**src/rtl/bitstream_writer_pkg.sv**
```systemverilog
// Shared types and helpers for the bitstream writer (and its reader counterpart).
package bitstream_writer_pkg;

  typedef enum logic [2:0] {
    IDLE        = 3'd0,
    SEND_BIT    = 3'd1,
    SEND_PARITY = 3'd2,
    DONE        = 3'd3
  } t_bitstream_writer_state;

  // Counter width for an n-bit frame: max(1, clog2(n)).
  function automatic int unsigned stream_cnt_width(input int unsigned n);
    int unsigned w;
    w = $clog2(n);
    return (w < 32'd1) ? 32'd1 : w;
  endfunction

endpackage

```
**src/rtl/axi_stream_if.sv**
```systemverilog
// Minimal AXI-stream bundle shared by stream producers and consumers.
interface axi_stream_if #(
  parameter int DATA_W = 1
);
  logic [DATA_W-1:0] tdata;
  logic              tvalid;
  logic              tready;
  logic              tlast;

  modport master (output tdata, output tvalid, output tlast, input tready);
  modport slave  (input tdata, input tvalid, input tlast, output tready);
endinterface

```
**src/rtl/bitstream_writer.sv**
```systemverilog
// Serializes a captured parallel word LSB-first onto a 1-bit AXI-stream master.
// Optional trailing even-parity beat when BITSTREAM_WRITER_PARITY_EN is defined.
module bitstream_writer
  import bitstream_writer_pkg::*;
#(
  parameter int NUM_BITS_TO_WRITE = 8
) (
  input  logic                         clk,
  input  logic                         rst_n,
  input  logic                         start,
  input  logic [NUM_BITS_TO_WRITE-1:0] bits,
  axi_stream_if.master                 bitstream,
  output logic                         busy,
  output logic                         done
);

  localparam int unsigned CNT_W = stream_cnt_width(NUM_BITS_TO_WRITE);
  localparam logic [CNT_W-1:0] LAST_CNT = CNT_W'(NUM_BITS_TO_WRITE - 1);
`ifdef BITSTREAM_WRITER_PARITY_EN
  localparam logic LAST_ON_DATA = 1'b0;
`else
  localparam logic LAST_ON_DATA = 1'b1;
`endif

  t_bitstream_writer_state        state_q, state_d;
  logic [NUM_BITS_TO_WRITE-1:0]   shift_q, shift_d;
  logic [CNT_W-1:0]               cnt_q, cnt_d;
  logic                           tvalid_q, tvalid_d;
  logic                           tdata_q, tdata_d;
  logic                           tlast_q, tlast_d;
  logic                           busy_q, busy_d;
  logic                           done_q, done_d;
`ifdef BITSTREAM_WRITER_PARITY_EN
  logic                           parity_q, parity_d;
`endif

  // Next-state and next-output logic; stream outputs are computed one cycle ahead and registered.
  always_comb begin
    state_d  = state_q;
    shift_d  = shift_q;
    cnt_d    = cnt_q;
    tvalid_d = tvalid_q;
    tdata_d  = tdata_q;
    tlast_d  = tlast_q;
    busy_d   = busy_q;
    done_d   = 1'b0;
`ifdef BITSTREAM_WRITER_PARITY_EN
    parity_d = parity_q;
`endif
    case (state_q)
      IDLE: begin
        if (start) begin
          state_d  = SEND_BIT;
          shift_d  = bits;
          cnt_d    = '0;
          tvalid_d = 1'b1;
          tdata_d  = bits[0];
          tlast_d  = LAST_ON_DATA && (LAST_CNT == '0);
          busy_d   = 1'b1;
`ifdef BITSTREAM_WRITER_PARITY_EN
          parity_d = ^bits;
`endif
        end else begin
          state_d = IDLE;
        end
      end
      SEND_BIT: begin
        if (tvalid_q && bitstream.tready) begin
          shift_d = shift_q >> 1;
          // Terminal beat: the counter is left in place so it can never wrap.
          if (cnt_q == LAST_CNT) begin
`ifdef BITSTREAM_WRITER_PARITY_EN
            state_d = SEND_PARITY;
            tdata_d = parity_q;
            tlast_d = 1'b1;
`else
            state_d  = DONE;
            tvalid_d = 1'b0;
            tdata_d  = 1'b0;
            tlast_d  = 1'b0;
            busy_d   = 1'b0;
            done_d   = 1'b1;
`endif
          end else begin
            cnt_d   = cnt_q + 1'b1;
            tdata_d = shift_d[0];
            tlast_d = LAST_ON_DATA && (cnt_d == LAST_CNT);
          end
        end else begin
          state_d = SEND_BIT;
        end
      end
`ifdef BITSTREAM_WRITER_PARITY_EN
      SEND_PARITY: begin
        if (tvalid_q && bitstream.tready) begin
          state_d  = DONE;
          tvalid_d = 1'b0;
          tdata_d  = 1'b0;
          tlast_d  = 1'b0;
          busy_d   = 1'b0;
          done_d   = 1'b1;
        end else begin
          state_d = SEND_PARITY;
        end
      end
`endif
      DONE: begin
        state_d = IDLE;
      end
      default: begin
        state_d  = IDLE;
        tvalid_d = 1'b0;
        tdata_d  = 1'b0;
        tlast_d  = 1'b0;
        busy_d   = 1'b0;
      end
    endcase
  end

  // State and output registers with asynchronous active-low reset.
  always_ff @(posedge clk or negedge rst_n) begin
    if (!rst_n) begin
      state_q  <= IDLE;
      shift_q  <= '0;
      cnt_q    <= '0;
      tvalid_q <= 1'b0;
      tdata_q  <= 1'b0;
      tlast_q  <= 1'b0;
      busy_q   <= 1'b0;
      done_q   <= 1'b0;
    end else begin
      state_q  <= state_d;
      shift_q  <= shift_d;
      cnt_q    <= cnt_d;
      tvalid_q <= tvalid_d;
      tdata_q  <= tdata_d;
      tlast_q  <= tlast_d;
      busy_q   <= busy_d;
      done_q   <= done_d;
    end
  end

`ifdef BITSTREAM_WRITER_PARITY_EN
  // Even parity of the captured word, sent as the trailing beat.
  always_ff @(posedge clk or negedge rst_n) begin
    if (!rst_n) begin
      parity_q <= 1'b0;
    end else begin
      parity_q <= parity_d;
    end
  end
`endif

  assign bitstream.tvalid = tvalid_q;
  assign bitstream.tdata  = tdata_q;
  assign bitstream.tlast  = tlast_q;
  assign busy             = busy_q;
  assign done             = done_q;

endmodule

```
**src/flat_wrapper.sv**
```systemverilog
// flat-port wrapper written by rule: the top's interface ports become plain ports
module bitstream_writer_flat import bitstream_writer_pkg::*;
#(
  parameter int NUM_BITS_TO_WRITE = 8
)
  (clk, rst_n, start, bits, busy, done, bitstream_tdata, bitstream_tvalid, bitstream_tlast, bitstream_tready);
  axi_stream_if #(.DATA_W(1)) bitstream_i ();
  input  logic clk;
  input  logic rst_n;
  input  logic start;
  input  logic [NUM_BITS_TO_WRITE-1:0] bits;
  output logic busy;
  output logic done;
  output wire logic [$bits(bitstream_i.tdata)-1:0] bitstream_tdata;
  output wire logic [$bits(bitstream_i.tvalid)-1:0] bitstream_tvalid;
  output wire logic [$bits(bitstream_i.tlast)-1:0] bitstream_tlast;
  input wire logic [$bits(bitstream_i.tready)-1:0] bitstream_tready;
  assign bitstream_tdata = bitstream_i.tdata;
  assign bitstream_tvalid = bitstream_i.tvalid;
  assign bitstream_tlast = bitstream_i.tlast;
  assign bitstream_i.tready = bitstream_tready;
  bitstream_writer #(.NUM_BITS_TO_WRITE(NUM_BITS_TO_WRITE)) u_core (.clk(clk), .rst_n(rst_n), .start(start), .bits(bits), .bitstream(bitstream_i), .busy(busy), .done(done));
endmodule
```
**config.mk**
```make
export PLATFORM = sky130hd
export DESIGN_NAME = bitstream_writer_flat
export DESIGN_NICKNAME = d
export VERILOG_FILES = /design/src/rtl/bitstream_writer_pkg.sv /design/src/rtl/axi_stream_if.sv /design/src/rtl/bitstream_writer.sv /design/src/flat_wrapper.sv
export SDC_FILE = /design/constraint.sdc
export NUM_CORES = 1
export LEC_CHECK = 0
export ABC_AREA = 1
export CAP_MARGIN = 20
export CORE_MARGIN = 1
export CORE_UTILIZATION = 49
export DETAILED_ROUTE_END_ITERATION = 6
export GPL_TIMING_DRIVEN = 0
export PLACE_DENSITY = 0.77
export SYNTH_ARGS = -nofsm -noshare
export SYNTH_HDL_FRONTEND = slang
export SYNTH_SLANG_ARGS = --single-unit
```
**constraint.sdc**
```tcl
create_clock -name clk -period 1.8 [get_ports clk]
set_clock_uncertainty 0.15 [all_clocks]
set_input_delay 0.36 -clock clk [delete_from_list [all_inputs] [get_ports clk]]
set_output_delay 0.36 -clock clk [all_outputs]
set_load 0.01 [all_outputs]
```
======== Word level (Yosys, flattened, before mapping) ========
Cells that the tools add are included.
word-level totals
  bits of input ports ..................... 12
  word-level logic and storage cells ...... 51
  register bits after elaboration ......... 18
cells by class
  equality and inequality tests ........... 9
  reductions and logical operators ........ 7
  bitwise gates (word level) .............. 1
  mux-type cells .......................... 26
  $add $sub $neg .......................... 1
operator list
  operator                                               count
  2-to-1 mux 8 bit                                       2
  one-hot mux 8 bit (2 select lines)                     1
  2-to-1 mux 3 bit                                       5
  2-to-1 mux 1 bit                                       13
  one-hot mux 3 bit (2 select lines)                     2
  one-hot mux 1 bit (3 select lines)                     3
  AND reduction 4 bit                                    2
  equality test 3 bit, second input constant             2
  AND reduction 3 bit                                    2
  inequality test 2 x 1 -> 1 bit, second input constant  2
  inequality test 2 bit, second input constant           2
  adder 3 x 1 -> 3 bit, second input constant            1
  equality test 3 x 1 -> 1 bit, second input constant    1
  equality test 3 x 2 -> 1 bit, second input constant    1
  logical NOT 3 bit                                      1
  inequality test 3 bit, second input constant           1
  nonzero test 2 bit                                     1
  logical AND 1 bit                                      1
  NOT 1 bit                                              1

======== Depth between registers and ports, before layout ========
Gate-level depths: netlist (run 1).
  depth in word-level cells ............... 5
  mapped depth ............................ 7
  gate-level depth less buffers ........... 7

======== Worst setup path after synthesis (run 1) ========
No wires, ideal clock.
  kind .................................... register to register
  from .................................... reg u_core.cnt_q[0]
  to ...................................... reg u_core.cnt_q[2]
  period minus slack after synthesis ...... 1445 ps
  setup slack ............................. 355 ps
  cell stages (with the launch flop) ...... 7
  arrival ................................. 1178 ps
  data required time ...................... 1533 ps
  cells stage by stage .................... dfrtp_1 -> ha_1 -> ha_1 -> o21ai_0 -> nand2_1 -> nand2_1 -> nand2_1
on the way
  cells in the longest elaborated chain, start to end .. 4
  elaborated cells on any way between the ends .. 7
  those cells by class .................... 1 x add/sub; 2 x eq/ne; 3 x mux; 1 x reduce/logical
RTL lines
  element                             RTL line                 RTL
  from (decl)                         bitstream_writer.sv:27   logic [CNT_W-1:0] cnt_q, cnt_d;
  from (signal assigned)              bitstream_writer.sv:134  cnt_q <= cnt_d;
  adder 3 x 1 -> 3 bit                bitstream_writer.sv:85   cnt_d = cnt_q + 1'b1;
  2-to-1 mux 3 bit                    bitstream_writer.sv:71   if (cnt_q == LAST_CNT) begin
  2-to-1 mux 3 bit                    bitstream_writer.sv:68   if (tvalid_q && bitstream.tready) begin
  one-hot mux 3 bit (2 select lines)  bitstream_writer.sv:50   case (state_q)
Parallel ways exist; a longest one is shown, timed or not. The select of a mux whose other input is x is not followed.
A chain may end at the register's enable or synchronous reset.

======== Final worst setup path (run 1) ========
  from .................................... reg u_core.tvalid_q (netlist: u_core.bitstream.tvalid)
  to ...................................... out bitstream_tvalid
RTL lines
  element                 RTL line                 RTL
  from (decl)             bitstream_writer.sv:28   logic tvalid_q, tvalid_d;
  from (signal assigned)  bitstream_writer.sv:135  tvalid_q <= tvalid_d;
  to (decl)               flat_wrapper.sv:15       output wire logic [$bits(bitstream_i.tvalid)-1:0] bitstream_tvalid;
No word-level cell between the ends.

==> results of run 1 <==
-- registers in the layout, summed over array words and instances, names as in the netlist --
signal	flops
u_core.bitstream.tdata	1
u_core.done	1
u_core.cnt_q	3
u_core.state_q	2
u_core.shift_q	7
u_core.bitstream.tlast	1
u_core.bitstream.tvalid	1
-- timing repair --
item	in CTS	in global routing
hold buffers	0	0
gates resized for setup	1	0
endpoints found under the setup margin	1	0
buffers inserted	1	0
-- cell type report --
type / count / area (um2)
Multi-Input combinational cell: 78 / 368
Clock buffer: 4 / 36.3
Buffer: 3 / 26.3
Tap cell: 16 / 20.0
Sequential cell: 16 / 400
Inverter: 13 / 48.8
Timing Repair Buffer: 17 / 166
Fill cell: 152 / 493
-- power groups by stage --
stage / Sequential (uW) / Combinational [uW] / Clock, uW
6_report: 359 / 31.0 / 244
5_1_grt: 359 / 34.4 / 256
4_1_cts: 359 / 31.9 / 248
3_5_place_dp: 366 / 31.6 / 0
3_3_place_gp: 366 / 31.6 / 0
2_1_floorplan: 366 / 0.424 / 0
-- synthesized netlist by cell type, drive strengths merged --
| library cell | count | area, um2 |
|---|---|---|
| buf | 3 | 26.3 |
| dfrtp | 16 | 400 |
| ha | 4 | 50.1 |
| inv | 13 | 48.8 |
| nand2 | 49 | 191 |
| nand3 | 6 | 30.0 |
| nand4 | 2 | 12.5 |
| nor2 | 7 | 33.8 |
| o21ai | 10 | 50.0 |
-- stage by stage --
step           worst slack [ns]  hold slack (ns)  area [um2]  total power, uW
2_1_floorplan             0.355          -0.0856         843              367
3_3_place_gp              0.114            0.306        1020              398
3_5_place_dp             0.0914            0.310        1020              398
4_1_cts                  0.0585            0.333        1070              639
5_1_grt                  0.0340            0.366        1070              650
6_report                 0.0720            0.332        1070              634
-- path summary, 6_finish.rpt --
path	start	end	cells after the start
setup / recovery	u_core.bitstream.tvalid	bitstream_tvalid	1
hold / removal	rst_n	u_core.bitstream.tvalid	1
hold reg to reg	u_core.shift_q[2]	u_core.shift_q[2]	2
min in group clk	u_core.shift_q[2]	u_core.shift_q[2]	2
setup reg to reg	u_core.cnt_q[0]	u_core.cnt_q[2]	6
max in group asynchronous	rst_n	u_core.cnt_q[2]	1
-- layer usage --
metal  vias to the layer above  GRT usage (%)  part of all wire, %
met1                       321           26.8                   47
met4                         0           13.8                  2.4
met2                        21           32.7                   46
met5                         -              0                    0
met3                         5           2.50                  4.6
li1                        383              -                    -
-- cell families after synthesis --
group | count (synthesis) | share of synthesized area (%)
AND/OR/NAND/NOR | 64 | 31.8
flip-flops | 16 | 47.5
AO/OA/AOI/OAI | 10 | 5.93
buffers and inverters | 16 | 8.90
adder cells (fa/ha/maj) | 4 | 5.93
==> out/metrics.yaml, run 1 <==
power.share.clock_pct: 38.5
wire_per_inst_um: 11.2
cp.arrival_ns: 1.22
mostFrequentLayoutCells: "46 x nand2_1, 16 x dfrtp_1, 15 x clkdlybuf4s50_1, 12 x inv_1, 9 x o21ai_0"
die_area_um2: 1890
p_leak_uw: 0.000580
ir_drop_mv: 0.544
hold_violations: 0
io_pins: 17
grt_max_degree: 17
switching_share_pct: 20.7
crit_family: "buffers and inverters"
rsz0062_at_grt: "no"
dr.pass1.iters: 6
antenna_found_initial: 0
p_comb_share_pct: 4.9
worst_path_max_delay_cell: "clkdlybuf4s50_1"
crit_path_end_kind: "primary output"
place_inst: 142
ys_warn_count: 0
via_per_inst: 4.97
clockBufferDepth: 2
yosysUniqueCellTypes: 14
violations: "DRC"
htreeDepth: 1
dr_total_vias: 730
setup-tns-final_ns: 0
cp.required_ns: 1.29
path_class: "reg2out"
core.rowCount: 14
post-route-util_pct: 68.4
finalCriticalPeriod_ns: 1.73
die_w_um: 43.5
cts_made_buffers: 3
wl_mm: 1.64
grt-ovfl-total: 0
cap_viol_max_count: 0
relSlewSlack_pct: 52.7
setup_viol: 0
gp_congestion: 0.812
fin_nets: 148
ant_nets: 0
slowest_delay_ns: 0.54
fin_cells: 147
layout_commonest_cell: "nand2_1"
num_antenna_cells: 0
seqPwrFrac_pct: 56.6
start_util_pct: 54.1
path_buf_inv: 1
drt_iter0_markers: 19
grt_pass1_vias: 707
syn2layout_area_growth_pct: 26.4
yosysSeqAreaShare_pct: 47.5
synth.avg_cell_area_um2: 7.67
port_buffers: 16
timing.final.crit_share_pct: 96.0
hp-class: "in2async"
ys_ff_latch: 16
tritoncts: "built"
start_kind: "flop"
grt_pass1_wl_mm: 2.85
syn-num-nets: 126
switching_power_uw: 131
rrSetupSlack_ns: 0.19
core_um2: 1560
die_y_um: 43.5
dpl.hpwl_mm: 1.22
worstMarginPinSlew_ns: 0.708
clk_pin_slew_ns: 0.10
critPathMaxFanout: 3
synthCells: 110
power.internal_uw: 503
cp_cell_sequence: "clkdlybuf4s50_1"
grt_use_total_pct: 20.7
drc: 4
synth_area_um2: 843
clock_latency_ns: 0.29
clock_sinks: 16
root_buffer: "clkbuf_4"
max_freq_mhz: 579
post_route_cells_drive_above_1_share_pct: 9.92
outcome: "complete, but fails checks"
final_max_slew_viol_count: 0
power_density_nw_per_um2: 595
Power figures use the tool's default switching activity.
==> run 2: changes to the inputs <==
--- a/config.mk
+++ b/config.mk
@@ -6,12 +6,13 @@
 export NUM_CORES = 1
 export LEC_CHECK = 0
 export ABC_AREA = 1
-export CAP_MARGIN = 20
+export CAP_MARGIN = 25
 export CORE_MARGIN = 1
-export CORE_UTILIZATION = 49
+export CORE_UTILIZATION = 52
+export CTS_BUF_LIST = sky130_fd_sc_hd__clkbuf_2
 export DETAILED_ROUTE_END_ITERATION = 6
 export GPL_TIMING_DRIVEN = 0
-export PLACE_DENSITY = 0.77
+export PLACE_DENSITY = 0.81
 export SYNTH_ARGS = -nofsm -noshare
 export SYNTH_HDL_FRONTEND = slang
 export SYNTH_SLANG_ARGS = --single-unit
==> out/metrics.yaml, run 2 (synthesis results as in run 1) <==
fin_nets: 148
slowest_delay_ns: 0.53
place_inst: 142
io_pins: 17
outcome: "finished clean"
wire_per_inst_um: 11.6
post_route_cells_drive_above_1_share_pct: 9.16
cts_made_buffers: 3
cap_viol_max_count: 0
ir_drop_mv: 0.397
largest_reg_flops: 7
clock_sinks: 16
grt_pass1_vias: 785
dpl.hpwl_mm: 1.23
crit_path_end_kind: "primary output"
die_w_um: 42.3
worst_path_max_delay_cell: "clkdlybuf4s50_1"
p_leak_uw: 0.000592
fin_cells: 147
via_per_inst: 5.10
wl_mm: 1.71
port_buffers: 16
dr_total_vias: 749
cp.arrival_ns: 1.20
grt_max_degree: 17
clk_pin_slew_ns: 0.15
worstMarginPinSlew_ns: 0.746
ant_nets: 0
crit_family: "buffers and inverters"
layout_commonest_cell: "nand2_1"
hp-class: "in2async"
gp_congestion: 0.799
start_kind: "flop"
final_max_slew_viol_count: 0
grt-ovfl-total: 0
max_freq_mhz: 583
critPathMaxFanout: 2
finalCriticalPeriod_ns: 1.71
clockBufferDepth: 2
timing.final.crit_share_pct: 95.3
grt_pass1_wl_mm: 3.03
start_util_pct: 56.0
tritoncts: "built"
drc: 0
dr.pass1.iters: 4
mostFrequentLayoutCells: "46 x nand2_1, 16 x dfrtp_1, 14 x clkdlybuf4s50_1, 12 x inv_1, 8 x o21ai_0"
die_y_um: 42.3
path_buf_inv: 1
drt_iter0_markers: 22
top_register: "u_core.shift_q"
clock_latency_ns: 0.28
seqCellArea_um2: 400
rsz0062_at_grt: "no"
power_density_nw_per_um2: 527
num_antenna_cells: 0
cp_cell_sequence: "clkdlybuf4s50_1"
syn2layout_area_growth_pct: 24.6
path_class: "reg2out"
whs_ns: 0.340
multiInputGateArea_um2: 368
setup-tns-final_ns: 0
core.rowCount: 14
postLayoutCellArea_um2: 1050
fillers: 128
top_regs: "u_core.shift_q x7, u_core.cnt_q x3, u_core.state_q x2"
die_area_um2: 1790
setup_viol: 0
root_buffer: "clkbuf_2"
place_area_um2: 1020
antenna_found_initial: 0
cp.required_ns: 1.29
htreeDepth: 1
core_um2: 1510
grt_use_total_pct: 22.2
relSlewSlack_pct: 50.1
hold_violations: 0
==> run 2: what timing repair did <==
action / 4_1_cts / 5_1_grt
buffers inserted: 1 / 0
hold endpoints to repair: 0 / 0
resized for setup: 1 / 2
setup endpoints to repair: 1 / 4
hold buffers: 0 / 0
==> run 2: worst reg2reg max path, cell delays in order, from the launching register on <==
cell and delay (ns):
dfrtp_1 0.42, ha_1 0.23, ha_1 0.22, o21ai_1 0.20, nand2_1 0.13, nand2_1 0.09, nand2_1 0.06
==> run 2: cell type report <==
type | count | area share (%)
Tap cell | 16 | 1.90
Timing Repair Buffer | 17 | 16.1
Clock buffer | 3 | 1.43
Multi-Input combinational cell | 78 | 35.0
Inverter | 13 | 4.64
Clock inverter | 1 | 0.357
Buffer | 3 | 2.50
Sequential cell | 16 | 38.1
==> run 2: worst paths after layout <==
check	from	to	slack [ns]	depth (start not counted)
max	u_core.bitstream.tdata	bitstream_tdata	0.09	1
min	rst_n	u_core.state_q[1]	0.34	1
max reg2reg	u_core.cnt_q[0]	u_core.cnt_q[1]	0.21	6
min reg2reg	u_core.bitstream.tlast	u_core.bitstream.tlast	0.34	2
max in group asynchronous	rst_n	u_core.shift_q[2]	0.70	1
min in group clk	u_core.bitstream.tlast	u_core.bitstream.tlast	0.34	2
==> run 2: routing by layer <==
| metal | wire length [um] | vias up | share of wire [%] | GRT usage, % |
|---|---|---|---|---|
| met5 | 0 | - | 0 | 0 |
| met4 | 21 | 0 | 1.2 | 11.9 |
| met3 | 105 | 4 | 6.1 | 3.88 |
| met2 | 885 | 28 | 52 | 37.8 |
| met1 | 696 | 339 | 41 | 26.3 |
| li1 | - | 378 | - | - |
==> run 2: stage by stage <==
| stage | worst slack, ns | utilization (%) | total power [uW] |
|---|---|---|---|
| finish | 0.0853 | 69.8 | 554 |
| global route | 0.0308 | 69.8 | 573 |
| CTS | 0.0474 | 69.6 | 553 |
| detailed placement | 0.0868 | 67.9 | 398 |
| global placement | 0.114 | 67.9 | 398 |
| floorplan | 0.355 | - | 367 |
==> run 2: report_power, final <==
part           leakage (uW)  internal (uW)  switching [uW]
clock             0.0000140           48.3             114
sequential         0.000192            360               0
combinational      0.000386           20.8            10.5
total              0.000592            429             125
==> run 3: changes to the inputs <==
--- a/config.mk
+++ b/config.mk
@@ -8,11 +8,12 @@
 export ABC_AREA = 1
 export CAP_MARGIN = 25
 export CORE_MARGIN = 1
-export CORE_UTILIZATION = 52
+export CORE_UTILIZATION = 55
 export CTS_BUF_LIST = sky130_fd_sc_hd__clkbuf_2
 export DETAILED_ROUTE_END_ITERATION = 6
+export DONT_BUFFER_PORTS = 1
 export GPL_TIMING_DRIVEN = 0
-export PLACE_DENSITY = 0.81
+export PLACE_DENSITY = 0.7
 export SYNTH_ARGS = -nofsm -noshare
 export SYNTH_HDL_FRONTEND = slang
 export SYNTH_SLANG_ARGS = --single-unit
==> out/metrics.yaml, run 3 (synthesis results as in run 1) <==
outcome: "finished clean"
root_buffer: "clkbuf_2"
p_leak_uw: 0.000506
dr.pass1.iters: 4
drt_iter0_markers: 21
grt_pass1_vias: 552
power_density_nw_per_um2: 593
dpl.hpwl_mm: 1.15
top_register: "u_core.shift_q"
port_buffers: 0
wire_per_inst_um: 12.1
cts.repair.resized: 0
final_max_slew_viol_count: 0
syn2layout_area_growth_pct: 5.64
critPathMaxFanout: 3
post-cts-setup-buffers: 0
timing.final.ws_setup_ns: 0.172
relSlewSlack_pct: 50.4
layout_commonest_cell: "nand2_1"
mostFrequentLayoutCells: "46 x nand2_1, 16 x dfrtp_1, 12 x inv_1, 9 x o21ai_0"
gp_congestion: 0.794
grt_pass1_wl_mm: 2.29
die_area_um2: 1690
cap_viol_max_count: 0
clock_latency_ns: 0.28
rsz0062_at_grt: "no"
path_class: "reg2reg"
num_antenna_cells: 0
die_y_um: 41.2
grt-ovfl-total: 0
die_w_um: 41.2
grt_max_degree: 17
fillers: 128
worstMarginPinSlew_ns: 0.742
drc: 0
multiInputGateArea_um2: 368
setup-tns-final_ns: 0
clockBufferDepth: 2
via_per_inst: 5.20
slowest_delay_ns: 0.42
worst_path_max_delay_cell: "dfrtp_1"
tritoncts: "built"
r2r-end: "u_core.cnt_q[0]"
cp.arrival_ns: 1.67
crit_family: "adder cells"
cp.required_ns: 1.84
largest_reg_flops: 7
hold_path_end: "u_core.shift_q[7]"
ant_nets: 0
max_freq_mhz: 614
ir_drop_mv: 0.383
htreeDepth: 1
rrSetupSlack_ns: 0.17
core_um2: 1370
clk_pin_slew_ns: 0.15
grt_use_total_pct: 21.5
start_util_pct: 61.7
fin_nets: 132
r2r_start: "u_core.cnt_q[0]"
core.rowCount: 13
hold_violations: 0
setup_viol: 0
post_route_cells_drive_above_1_share_pct: 9.57
start_kind: "flop"
cts_made_buffers: 3
dr_total_vias: 676
hp-class: "in2reg"
post-place-ws_ns: 0.176
finalCriticalPeriod_ns: 1.63
top_regs: "u_core.shift_q x7, u_core.cnt_q x3, u_core.state_q x2"
wl_mm: 1.58
crit_top_cell: "nand2_1"
io_pins: 17
hold_buffers: 1
holdPathStages: 2
rr_worst_depth: 6
path_buf_inv: 0
timing.final.crit_share_pct: 90.4
clock_sinks: 16
crit_path_end_kind: "flop"
seqCellArea_um2: 400
cp_cell_sequence: "ha_1 -> ha_1 -> o21ai_0 -> nand2_1 -> nand2_1 -> nand2_1"
min_from: "bits[7]"
antenna_found_initial: 0
run 3: layout make-up:
type / instances / share of cell area (%)
inverter: 13 / 5.48
buffer: 3 / 2.95
timing repair buffer: 1 / 1.12
clock inverter: 1 / 0.421
tap: 15 / 2.11
clock buffer: 3 / 1.69
sequential: 16 / 44.9
multi-input combinational: 78 / 41.3
run 3: per-layer routing:
metal / GRT usage [%] / wire length, um
met5: 0 / 0
met4: 7.26 / 14
met3: 5.43 / 82
met2: 33.6 / 722
met1: 28.7 / 757
run 3: worst max path at each step:
stage / cells after the start / slack (ns) / startpoint / endpoint
finish: 6 / 0.17 / u_core.cnt_q[0] / u_core.cnt_q[0]
detailed placement: 6 / 0.18 / u_core.cnt_q[0] / u_core.cnt_q[0]
global placement: 6 / 0.21 / u_core.cnt_q[0] / u_core.cnt_q[0]
global route: 6 / 0.03 / u_core.cnt_q[0] / u_core.cnt_q[2]
CTS: 6 / 0.16 / u_core.cnt_q[0] / u_core.cnt_q[0]
floorplan: 6 / 0.36 / u_core.cnt_q[0] / u_core.cnt_q[2]
run 3: power by group:
group          switching (uW)  internal, uW
Combinational            7.21          1.67
Sequential                  0           360
Clock                     112          48.3
run 3: per-stage QoR:
stage	hold slack (ns)	total power (uW)	instances	area (um2)	utilization, %
global placement	-0.0853	367	125	862	63.1
global route	0.0415	547	130	891	65.2
detailed placement	-0.0852	367	125	862	63.1
CTS	0.0415	533	130	891	65.2
floorplan	-0.0856	367	110	843	-
finish	0.0457	528	130	891	65.2
==> RTL edit: new RTL, flow settings as in run 3 <==
Add a define of `BITSTREAM_WRITER_PARITY_EN`.
--- a/src/rtl/bitstream_writer.sv
+++ b/src/rtl/bitstream_writer.sv
@@ -1,5 +1,7 @@
 // Serializes a captured parallel word LSB-first onto a 1-bit AXI-stream master.
 // Optional trailing even-parity beat when BITSTREAM_WRITER_PARITY_EN is defined.
+`define BITSTREAM_WRITER_PARITY_EN
+
 module bitstream_writer
   import bitstream_writer_pkg::*;
 #(
Function: changed (a bounded check fails within 10 cycles, from zero or initial values and one cycle with rst_n low).
==> RTL edit against run 3 <==
- wire length grew 13%
- fmax grew 4.4%
- setup slack improved by 0.068 ns
- non-clock buffer count unchanged
- hold slack better by 0.024 ns
- cell area increased by 22%
- critical endpoint is now u_core.cnt_q[2]
- area after synthesis grew 22%
- sequential cell count rose by 1
- core utilization shrank 2.9 points
- largest cell class is now multi-input gates
- global-route usage down 0.73 points
Power is not compared: it rests on default switching activity, and its combinational part moved more than twofold at a synthesized area within 25%.
==> RTL edit: results (changes against run 3) <==
Outcome: finished, final reports clean
Most used DFF post-synth: dfrtp_1
Worst R2R Path Depth: 8 (+2)
Post-CTS sizing: 0 (unchanged)
HP Class: in2reg
Vias post-DR: 853 (+26%)
Fillers: 175 (+37%)
Routed met3 length: 47 um (-43%)
Worst Hold End: u_core.shift_q[1]
First-pass DRT Iterations: 3 (-1)
Hold Crit Depth: 2 (unchanged)
Syn_nets: 159 (+26%)
Worst Path Arrival: 1.59 ns (-0.08 ns)
Largest net degree at the start of global routing: 18 (+1)
GRT Total Usage: 0.207 (-0.00731)
CTS Buf Count: 3 (unchanged)
Distinct cells, synth: 23 (+9)
H-tree levels: 1 (unchanged)
First-pass GRT wire length: 3080 um (+34%)
Sequential area share after synthesis: 0.415 (-0.0601)
DR iter-0 viols: 20 (-4.8%)
Synth cell count leaders: nand2_1 (60), inv_1 (22), dfrtp_1 (17)
Share of layout cells above drive strength 1: 0.120 (+0.0243)
Hold Startpoint: bits[1]
Post-detail-place hpwl: 1430 um (+24%)
Routability Congestion: 0.764 (-3.7%)
Flop2flop setup slack: 0.24 ns (+0.07 ns)
Worst IR Drop VDD: 0.000295 V
Area contributors post-synth: dfrtp_1 (41%), nand2_1 (22%), inv_1 (8.0%)
Metal-1 WL: 830 um (+9.6%)
Critical Path Sink: u_core.cnt_q[2]
Vias in the first global route: 794 (+44%)
Critical Path Fanout Max: 4 (+1)
Per-cell routed wire length: 10.2 um (-16%)
Worst slew pin tran: 0.783 ns (+0.0413 ns)
Metal2 WL: 888 um (+23%)
Input/output buffers: 0 (unchanged)
Nets: 165 (+25%)
[RTL edit: through the flow]
step	util	instances	cell area (um^2)	hold WS [ns]	setup WS, ns
2_1_floorplan	-	145	1030	-0.0856	0.367
3_3_place_gp	0.606	170	1060	-0.0853	0.269
3_5_place_dp	0.606	170	1060	-0.0852	0.254
4_1_cts	0.623	175	1090	0.0594	0.226
5_1_grt	0.623	175	1090	0.0469	0.103
6_report	0.623	175	1090	0.0701	0.241
[RTL edit: cell type report]
type,instances,area share
multi-input combinational,101,0.442
sequential,17,0.391
inverter,24,0.0829
tap,25,0.0288
buffer,3,0.0276
clock buffer,4,0.0184
timing repair buffer,1,0.00921
[RTL edit: routing by layer]
layer / GRT usage / up-vias
met4: 0.0364 / 0
met2: 0.374 / 13
met5: 0 / -
met1: 0.257 / 382
li1: - / 456
met3: 0.0400 / 2
[RTL edit: where the power goes]
| group | leakage (nW) | switching, mW | internal (mW) |
|---|---|---|---|
| Combinational | 0.396 | 0.0296 | 0.0165 |
| Sequential | 0.206 | 0 | 0.382 |
| Clock | 0.0166 | 0.112 | 0.0589 |
[RTL edit: critical path, cell delays in order, from the launching register on]
cell,delay [ns]
dfrtp_1,0.43
ha_1,0.21
ha_1,0.17
inv_1,0.10
nor2_2,0.06
nor2_1,0.12
nand2_2,0.09
nand2_1,0.06
o21ai_0,0.07
[RTL edit: cell families after synthesis]
kind of cell / Yosys count / share of synthesized area
XOR/XNOR: 1 / 0.00854
AND/OR/NAND/NOR: 82 / 0.333
AO/OA/AOI/OAI: 16 / 0.102
buffers and inverters: 27 / 0.117
adder cells (fa/ha/maj): 2 / 0.0244
flip-flops: 17 / 0.415
